==> src/rtl/ram_pkg.sv <==
// Shared types and the column-merge helper for the byte-write dual-port RAM.
// Not a stage itself: no latency or backpressure of its own.
package ram_pkg;

    typedef enum logic {READ_FIRST, WRITE_FIRST} rd_mode_e;
    typedef enum logic {CLEAR, READY} clr_state_e;

    localparam int MAX_COLS = 32;
    localparam int MAX_BITS = 256;

    // Replace the columns of old_word selected by we with the matching columns of new_word.
    function automatic logic [MAX_BITS-1:0] col_merge(
        input logic [MAX_BITS-1:0] old_word,
        input logic [MAX_BITS-1:0] new_word,
        input logic [MAX_COLS-1:0] we,
        input int                  col_bits
    );
        logic [MAX_BITS-1:0] merged;
        merged = old_word;
        for (int c = 0; c < MAX_COLS; c++) begin
            for (int k = 0; k < col_bits; k++) begin
                if (we[c] && (c * col_bits + k) < MAX_BITS) begin
                    merged[c * col_bits + k] = new_word[c * col_bits + k];
                end
            end
        end
        return merged;
    endfunction

endpackage

==> src/rtl/byte_write_dp_ram.sv <==
// Dual-port RAM: port A read/write with per-column enables, port B read-only; zeroed by a sweep after reset.
// Read latency 1 cycle (OUT_REG=0) or 2 cycles (OUT_REG=1); no backpressure, requests are dropped while busy_o is high.
module byte_write_dp_ram
    import ram_pkg::*;
#(
    parameter int       COLS      = 4,
    parameter int       COL_BITS  = 8,
    parameter int       ADDR_BITS = 5,
    parameter rd_mode_e RD_MODE   = READ_FIRST,
    parameter int       OUT_REG   = 0
) (
    input  logic                          clk,
    input  logic                          rst,
    input  logic                          a_en,
    input  logic [COLS-1:0]               a_we,
    input  logic [ADDR_BITS-1:0]          a_addr,
    input  logic [COLS*COL_BITS-1:0]      a_data_i,
    output logic [COLS*COL_BITS-1:0]      a_data_o,
    output logic                          a_valid_o,
    input  logic                          b_en,
    input  logic [ADDR_BITS-1:0]          b_addr,
    output logic [COLS*COL_BITS-1:0]      b_data_o,
    output logic                          b_valid_o,
    output logic                          busy_o
);

    localparam int DATA_BITS = COLS * COL_BITS;
    localparam int DEPTH     = 2 ** ADDR_BITS;

    function automatic logic [DATA_BITS-1:0] merge_word(
        input logic [DATA_BITS-1:0] old_word,
        input logic [DATA_BITS-1:0] new_word,
        input logic [COLS-1:0]      we
    );
        logic [MAX_BITS-1:0] m;
        m = col_merge(MAX_BITS'(old_word), MAX_BITS'(new_word), MAX_COLS'(we), COL_BITS);
        return m[DATA_BITS-1:0];
    endfunction

    logic [DATA_BITS-1:0] mem [DEPTH];

    clr_state_e           state_q, state_d;
    logic [ADDR_BITS-1:0] clr_cnt_q, clr_cnt_d;

    logic                 wr_en;
    logic [COLS-1:0]      wr_we;
    logic [ADDR_BITS-1:0] wr_addr;
    logic [DATA_BITS-1:0] wr_dat;
    logic                 a_req, b_req;
    logic [DATA_BITS-1:0] a_mem_word, b_mem_word;

    logic                 a_rd_vld_q, a_rd_vld_d, b_rd_vld_q, b_rd_vld_d;
    logic [DATA_BITS-1:0] a_rd_dat_q, a_rd_dat_d, b_rd_dat_q, b_rd_dat_d;
    logic                 a_out_vld_q, a_out_vld_d, b_out_vld_q, b_out_vld_d;
    logic [DATA_BITS-1:0] a_out_dat_q, a_out_dat_d, b_out_dat_q, b_out_dat_d;

    always_comb begin
        state_d   = state_q;
        clr_cnt_d = clr_cnt_q;
        wr_en     = 1'b0;
        wr_we     = a_we;
        wr_addr   = a_addr;
        wr_dat    = a_data_i;
        a_req     = 1'b0;
        b_req     = 1'b0;
        unique case (state_q)
            CLEAR: begin
                wr_en     = 1'b1;
                wr_we     = '1;
                wr_addr   = clr_cnt_q;
                wr_dat    = '0;
                clr_cnt_d = clr_cnt_q + ADDR_BITS'(1);
                if (&clr_cnt_q) begin
                    state_d = READY;
                end
            end
            READY: begin
                a_req = a_en;
                b_req = b_en;
                wr_en = a_en && (|a_we);
            end
        endcase
        if (rst) begin
            wr_en = 1'b0;
            a_req = 1'b0;
            b_req = 1'b0;
        end
    end

    // Array reads see the pre-write word; WRITE_FIRST patches in the columns being written.
    always_comb begin
        a_mem_word = mem[a_addr];
        b_mem_word = mem[b_addr];
        a_rd_vld_d = a_req;
        b_rd_vld_d = b_req;
        a_rd_dat_d = a_rd_dat_q;
        b_rd_dat_d = b_rd_dat_q;
        if (a_req) begin
            a_rd_dat_d = (RD_MODE == WRITE_FIRST && wr_en) ?
                         merge_word(a_mem_word, a_data_i, a_we) : a_mem_word;
        end
        if (b_req) begin
            b_rd_dat_d = (RD_MODE == WRITE_FIRST && wr_en && b_addr == a_addr) ?
                         merge_word(b_mem_word, a_data_i, a_we) : b_mem_word;
        end
    end

    always_comb begin
        a_out_vld_d = a_rd_vld_q;
        b_out_vld_d = b_rd_vld_q;
        a_out_dat_d = a_rd_vld_q ? a_rd_dat_q : a_out_dat_q;
        b_out_dat_d = b_rd_vld_q ? b_rd_dat_q : b_out_dat_q;
    end

    always_ff @(posedge clk) begin
        if (wr_en) begin
            for (int c = 0; c < COLS; c++) begin
                if (wr_we[c]) begin
                    mem[wr_addr][c*COL_BITS +: COL_BITS] <= wr_dat[c*COL_BITS +: COL_BITS];
                end
            end
        end
    end

    always_ff @(posedge clk) begin
        if (rst) begin
            state_q     <= CLEAR;
            clr_cnt_q   <= '0;
            a_rd_vld_q  <= 1'b0;
            b_rd_vld_q  <= 1'b0;
            a_rd_dat_q  <= '0;
            b_rd_dat_q  <= '0;
            a_out_vld_q <= 1'b0;
            b_out_vld_q <= 1'b0;
            a_out_dat_q <= '0;
            b_out_dat_q <= '0;
        end else begin
            state_q     <= state_d;
            clr_cnt_q   <= clr_cnt_d;
            a_rd_vld_q  <= a_rd_vld_d;
            b_rd_vld_q  <= b_rd_vld_d;
            a_rd_dat_q  <= a_rd_dat_d;
            b_rd_dat_q  <= b_rd_dat_d;
            a_out_vld_q <= a_out_vld_d;
            b_out_vld_q <= b_out_vld_d;
            a_out_dat_q <= a_out_dat_d;
            b_out_dat_q <= b_out_dat_d;
        end
    end

    assign busy_o    = (state_q == CLEAR);
    assign a_valid_o = (OUT_REG != 0) ? a_out_vld_q : a_rd_vld_q;
    assign b_valid_o = (OUT_REG != 0) ? b_out_vld_q : b_rd_vld_q;
    assign a_data_o  = (OUT_REG != 0) ? a_out_dat_q : a_rd_dat_q;
    assign b_data_o  = (OUT_REG != 0) ? b_out_dat_q : b_rd_dat_q;

endmodule

==> config.mk <==
export PLATFORM = sky130hd
export DESIGN_NAME = byte_write_dp_ram
export DESIGN_NICKNAME = d
export VERILOG_FILES = /design/src/rtl/ram_pkg.sv /design/src/rtl/byte_write_dp_ram.sv
export SDC_FILE = /design/constraint.sdc
export NUM_CORES = 1
export LEC_CHECK = 0
export CELL_PAD_IN_SITES_DETAIL_PLACEMENT = 1
export CELL_PAD_IN_SITES_GLOBAL_PLACEMENT = 1
export CORE_ASPECT_RATIO = 1.5
export CORE_MARGIN = 8
export CORE_UTILIZATION = 42
export DETAILED_ROUTE_END_ITERATION = 10
export PLACE_DENSITY = 0.64
export SYNTH_ARGS = -nofsm -noshare
export SYNTH_HDL_FRONTEND = slang
export SYNTH_SLANG_ARGS = --single-unit
export TNS_END_PERCENT = 50
==> constraint.sdc <==
create_clock -name clk -period 5.1 [get_ports clk]
set_input_delay 0.51 -clock clk [delete_from_list [all_inputs] [get_ports clk]]
set_output_delay 0.51 -clock clk [all_outputs]
set_load 0.02 [all_outputs]
==> run metrics, run 1 <==
outcome=completed; largest net degree at the start of global routing=73; Compound-Gate Fraction of Synth Area=6.98%; PD cells=331 nW/um^2; Vias per Instance=6.45; nets@finish=3368; Area after DPL=54700 sq um; largest family of logic cells by synthesized area=multiplexers; CTS resizes=0; worst skew pair latency=0.75 ns; met3 wire length=12500 um; Starting Density=42.4%; drt drc=0; top_reg_cell synth=edfxtp_1; RSZ-0062 raised after global routing=false; post-synthesis mux area share=23.4%; gate count after technology mapping=3198; min-delay src=b_data_o[30]; top cells by count, synth=edfxtp_1, mux2i_1, mux4_2; HPWL after DPL=120000 um; Final GP Congestion=0.859; Hold Crit Class=flop to flop; VDD IR max=0.258 mV; First DRT Iteration DRCs=3061; WP data required=5.45 ns; GRT Overall Usage=26.9%; Core Region=122000 sq um; CTS root buf=clkbuf_16; maxcap violations=0; Setup Skew=0.0409 ns; initial antenna violation count=5; IO buf count=116; Ys Warns=0; clk sinks=1096; Multi-input gate area=18100 sq um; clock-pin slew on the worst setup and hold paths=0.06 ns; mean post-synth cell area=16.2 sq um; drt pass-1 iters=6; # IOs=117; routed len/inst=36.8 um; FF+latch area=32200 sq um; clk buf depth=3; top routing layer used=met4; critical path fanouts, max=36; slew margin rel.=7.66%; WS Path Type=flop to flop; Pins Over Slew Limit=0; layout cells sized above 1=20.4%; startpoint class of the critical path=flop; Pleak=20.0 nW; Tcrit/Tclk final=66.7%; H-tree Lvls=3; crit path launch=state_q; DRT Wirelength=184000 um; vias in the first global route=34600; first-pass GRT wire length=259000 um; design area=58200 sq um; Synth Register Bits=1096; Setup Total Neg Slack=0 ns; arrival time worst endpoint=3.76 ns; cell with the most instances after synthesis=edfxtp_1; asr flop ratio synth=0%; post-route antenna net violation count=0; Worst Max-Slew Pin Slew=1.39 ns; placed cells=4799; die footprint=135000 sq um; Site Rows=157; Overflow after GRT=0; CTS tree=yes; Netlist cell types=39; Crit. End Element=flop; Synth area leader=edfxtp_1; met2 routed WL=92400 um; Die Wd=303 um; WL met1=69000 um; die height=446 um; Cell Area, Synth=51700 sq um; area growth from synthesis to layout=12.5%; Finished Core Util=47.6%; Hold Fails Final Rpt=0; Post-Synth Adder-Cell Area=0.0484%; fmax=294 MHz; worst r2r src=state_q; post-synthesis xor/xnor area fraction=0.0508%; setup bufs post-CTS=0; final hold slack=0.486 ns; Area contributors post-synth=edfxtp_1, mux4_2, mux2i_1, dfxtp_1, a22oi_1; share of the synthesized area in the top cell type=59.4%; sequential element share of the synthesized area=62.2%; Hold-fix buffers, CTS=0; simple-gate share of the synthesized area=4.33%; via count=32300; CTS buffer count=105; Setup Viol. Count Final=0; non-filler cells, final=4998; Final min period=3.40 ns; FILL cells=11600; number of synthesized flops with an enable pin=1024; post-synth net total=3250
[sequential cells by signal, summed over array words and instances (netlist names)]
register,count
state_q,1
b_valid_o,1
a_valid_o,1
b_data_o,32
clr_cnt_q,5
a_data_o,32
mem,1024
[stage by stage]
stage / total power, mW / worst slack [ns]
final: 19.3 / 1.70
after CTS: 19.4 / 1.77
after floorplan: 10.9 / 2.37
after global routing: 19.7 / 1.61
after detailed placement: 11.4 / 1.26
after global placement: 11.4 / 1.35
[cell type report]
| cell class | instances | share of cell area (%) |
|---|---|---|
| diodes | 2 | 0.00860 |
| clock buffers | 145 | 5.00 |
| clock inverters | 52 | 0.967 |
| inverters | 7 | 0.0451 |
| repair buffers | 263 | 4.13 |
| well taps | 1590 | 3.42 |
| flip-flops and latches | 1096 | 55.3 |
| multi-input cells | 1843 | 31.1 |
[path summary, 6_finish.rpt]
| kind | endpoint | slack, ns | cells after the start |
|---|---|---|---|
| max reg2reg | mem[2][22] | 1.70 | 4 |
| max | mem[2][22] | 1.70 | 4 |
| min | b_data_o[30] | 0.49 | 1 |
| min reg2reg | b_data_o[30] | 0.49 | 1 |
[layout by cell type (no fill, tap or decap), types with 3 or more instances in the layout]
| cell type | count |
|---|---|
| a211oi_1 | 15 |
| a21o_1 | 5 |
| a21oi_1 | 96 |
| a221oi_1 | 37 |
| a221oi_2 | 26 |
| a22o_1 | 65 |
| a22oi_1 | 178 |
| and2_1 | 34 |
| buf_12 | 12 |
| buf_2 | 3 |
| buf_4 | 138 |
| bufinv_16 | 10 |
| clkbuf_1 | 29 |
| clkbuf_16 | 107 |
| clkbuf_8 | 9 |
| clkdlybuf4s50_1 | 106 |
| clkinv_1 | 14 |
| clkinv_2 | 15 |
| clkinv_4 | 3 |
| clkinvlp_4 | 4 |
| dfxtp_1 | 71 |
| edfxtp_1 | 1024 |
| inv_1 | 7 |
| inv_6 | 3 |
| mux2_2 | 64 |
| mux2i_1 | 563 |
| mux4_2 | 256 |
| nand2_1 | 183 |
| nand2_2 | 5 |
| nand2b_1 | 4 |
| nand3_1 | 113 |
| nor2_1 | 123 |
| nor2_4 | 3 |
| nor2b_1 | 17 |
| nor2b_4 | 5 |
| nor3_1 | 16 |
| o41ai_2 | 15 |
[logic make-up after synthesis]
group | after synthesis
flip-flops | 1096
XOR/XNOR | 3
multiplexers | 883
AND/OR/NAND/NOR | 508
adder cells (fa/ha/maj) | 2
AO/OA/AOI/OAI | 447
buffers and inverters | 259
[where the power goes]
part / total (mW) / internal [mW] / switching (mW)
registers: 9.77 / 9.74 / 0.0306
clock network: 8.04 / 4.51 / 3.53
logic: 1.48 / 0.546 / 0.936
[routing by layer]
metal | vias up | global-route usage (%)
li1 | 13200 | -
met5 | - | 0
met2 | 1454 | 46.1
met3 | 380 | 4.33
met1 | 17200 | 32.7
met4 | 0 | 13.6
[worst max-delay path: stages (launching register included)]
cell,delay (ns)
dfxtp_2,0.33
buf_4,0.26
a21oi_1,0.73
nand3_1,0.76
nor2_1,0.90
Power figures use the tool's default switching activity.
==> run 2, diff against run 1 <==
==> constraint.sdc (replaced) <==
create_clock -name clk -period 3.4 [get_ports clk]
set_input_delay 0.34 -clock clk [delete_from_list [all_inputs] [get_ports clk]]
set_output_delay 0.34 -clock clk [all_outputs]
set_load 0.02 [all_outputs]
==> run 2 against run 1 <==
Compared with the run above:
- largest cell class unchanged
- sequential cell count is the same
- non-clock buffer count is 109 higher
- sequential power is 50% higher
- critical path depth up 1
- worst hold slack got worse by 0.33 ns
- largest power group unchanged
- combinational power rose by 54%
- register-to-register slack got worse by 1.3 ns
- global-route usage decreased by 0.53 points
- power is 53% higher
- routed wire length down 1.9%
- clock power is 57% higher
- first-iteration DRC count increased by 0.39%
==> run metrics, run 2 (synthesized netlist as in run 1, its figures left out) <==
outcome=completed; CP Cell Sequence=buf_4, a21o_1, and2_1, nand2_1, nor2_1; WS Path Type=flop to flop; area growth from synthesis to layout=14.8%; DRT Wirelength=180000 um (-1.9%); via count=32100 (-0.36%); FILL cells=11600 (-0.10%); post-route antenna net violation count=0 (unchanged); switching share of total power=22.8% (-0.51 points); M1 GR Usage=32.3% (-0.45 points); post-route setup slack=0.429 ns (-1.27 ns); Tcrit/Tclk final=87.4% (+21 points); Comb pwr share=7.7% (about the same); H-tree Lvls=3 (unchanged); First DRT Iteration DRCs=3073 (+0.39%); Worst Max-Slew Pin Slew=1.08 ns (-0.304 ns); Biggest register=mem; clk sinks=1096 (unchanged); initial antenna violation count=9 (+4); Final GP Congestion=0.896 (+4.4%); routed len/inst=35.3 um (-4.0%); R2R setup slack=0.43 ns (-1.27 ns); clk buf depth=3 (unchanged); Pleak=20.7 nW (+3.6%); Multi-input gate area=18100 sq um (about the same); worst r2r src=state_q; GRT Overall Usage=26.4% (-0.53 points); NetSw=6.74 mW (+50%); gr busiest metal=met2; Hold Fails Final Rpt=0 (unchanged); worst skew pair latency=0.72 ns (-0.03 ns); CTS resizes=0 (unchanged); sequential power share=49.6% (-1.1 points); most frequent cells in the layout=edfxtp_1, mux2i_1, mux4_2; non-filler cells, final=5107 (+2.2%); Site Rows=157 (unchanged); Setup Total Neg Slack=0 ns (unchanged); HPWL after DPL=121000 um (+0.66%); RSZ-0062 raised after global routing=false; IO buf count=116 (unchanged); WP data required=3.75 ns (-1.70 ns); Crit. End Element=flop; first-pass GRT wire length=254000 um (-1.7%); Final min period=2.97 ns (-0.432 ns); met3 GRT Util=3.56% (-0.77 points); CTS buffer count=105 (unchanged); CTS tree=yes; clock power share=42.7% (+1.0 points); crit path capture=mem[14][25]; FF+latch area=32200 sq um (unchanged); startpoint class of the critical path=flop; PD cells=497 nW/um^2 (+50%); maxcap violations=0 (unchanged); Die Wd=303 um (unchanged); setup bufs post-CTS=0 (unchanged); slowest stage cell, crit path=nor2_1; max reg flops=1024 (unchanged); Post-Place Worst Slack=0.336 ns (-0.923 ns); Overflow after GRT=0 (unchanged); drt drc=0 (unchanged); die height=446 um (unchanged); Hold-fix buffers, CTS=0 (unchanged); Pins Over Slew Limit=0 (unchanged); crit path launch=state_q; fmax=337 MHz (+15%); CTS root buf=clkbuf_16; Starting Density=42.4% (unchanged); clock-pin slew on the worst setup and hold paths=0.07 ns (about the same); slew margin rel.=27.6% (+20 points); largest net degree at the start of global routing=105 (+44%); placed cells=4908 (+2.3%); die footprint=135000 sq um (unchanged); total power=29.6 mW (+53%); Setup Viol. Count Final=0 (unchanged); Core Region=122000 sq um (unchanged); # IOs=117 (unchanged); Vias per Instance=6.29 (-2.5%); nets@finish=3477 (+3.2%); VDD IR max=0.344 mV (+34%); Setup Skew=0.0256 ns (-0.0152 ns); R2R depth=5 (+1); arrival time worst endpoint=3.32 ns (-0.44 ns); critical path fanouts, max=17 (-53%); vias in the first global route=34500 (-0.27%); met2 usage=46.0% (-0.11 points); most common cell after layout, fill and taps aside=edfxtp_1; worst stage delay on the critical path=0.85 ns (-0.05 ns); internal power=22.8 mW (+54%); Hold Crit Class=input pin to flop; drt pass-1 iters=6 (unchanged); worst flop-to-flop path endpoint=mem[14][25]; layout cells sized above 1=23.3% (+2.9 points)
[run 2: metrics by stage]
| stage | cell area, sq um | util (%) | hold slack (ns) |
|---|---|---|---|
| 2_1_floorplan | 51700 | - | 0.490 |
| 3_3_place_gp | 55800 | 45.6 | 0.485 |
| 3_5_place_dp | 55800 | 45.6 | 0.482 |
| 4_1_cts | 59400 | 48.6 | 0.0946 |
| 5_1_grt | 59400 | 48.6 | 0.152 |
| 6_report | 59400 | 48.6 | 0.152 |
[run 2: final cells by class]
type	instances	area share (%)
Clock inverter	71	1.49
Antenna cell	4	0.0168
Multi-Input combinational cell	1843	30.5
Tap cell	1590	3.35
Sequential cell	1096	54.2
Clock buffer	124	4.65
Inverter	7	0.0442
Timing Repair Buffer	372	5.78
[run 2: how the worst min path moves through the flow]
| stage | start | end | slack, ns | depth (start not counted) |
|---|---|---|---|---|
| 2_1_floorplan | clr_cnt_q[2] | clr_cnt_q[2] | 0.49 | 2 |
| 6_report | a_addr[4] | a_data_o[11] | 0.15 | 3 |
| 3_3_place_gp | b_data_o[30] | b_data_o[30] | 0.48 | 1 |
| 5_1_grt | a_addr[4] | a_data_o[11] | 0.15 | 3 |
| 3_5_place_dp | a_data_o[21] | a_data_o[21] | 0.48 | 1 |
| 4_1_cts | a_addr[4] | a_data_o[11] | 0.09 | 3 |
[run 2: power groups by stage]
stage	sequential, mW	combinational (mW)	clock [mW]
after floorplan	14.9	1.46	0
after global placement	14.9	2.24	0
after detailed placement	14.9	2.28	0
after CTS	14.7	2.29	12.8
after global routing	14.7	2.37	13.2
final	14.7	2.28	12.6
[run 2: worst max-delay path, delay by kind of cell, from the launching register on]
kind	cells	cell delay, ns
buffers and inverters	1	0.33
AOI/OAI and AO/OA	1	0.30
and+or+nand+nor	3	1.46
DFF	1	0.48
[run 2: routing by layer]
layer,vias to the layer above,wire length [um]
li1,13400,-
met1,17100,68700
met2,1278,91800
met3,307,10900
met4,2,8810
met5,-,13
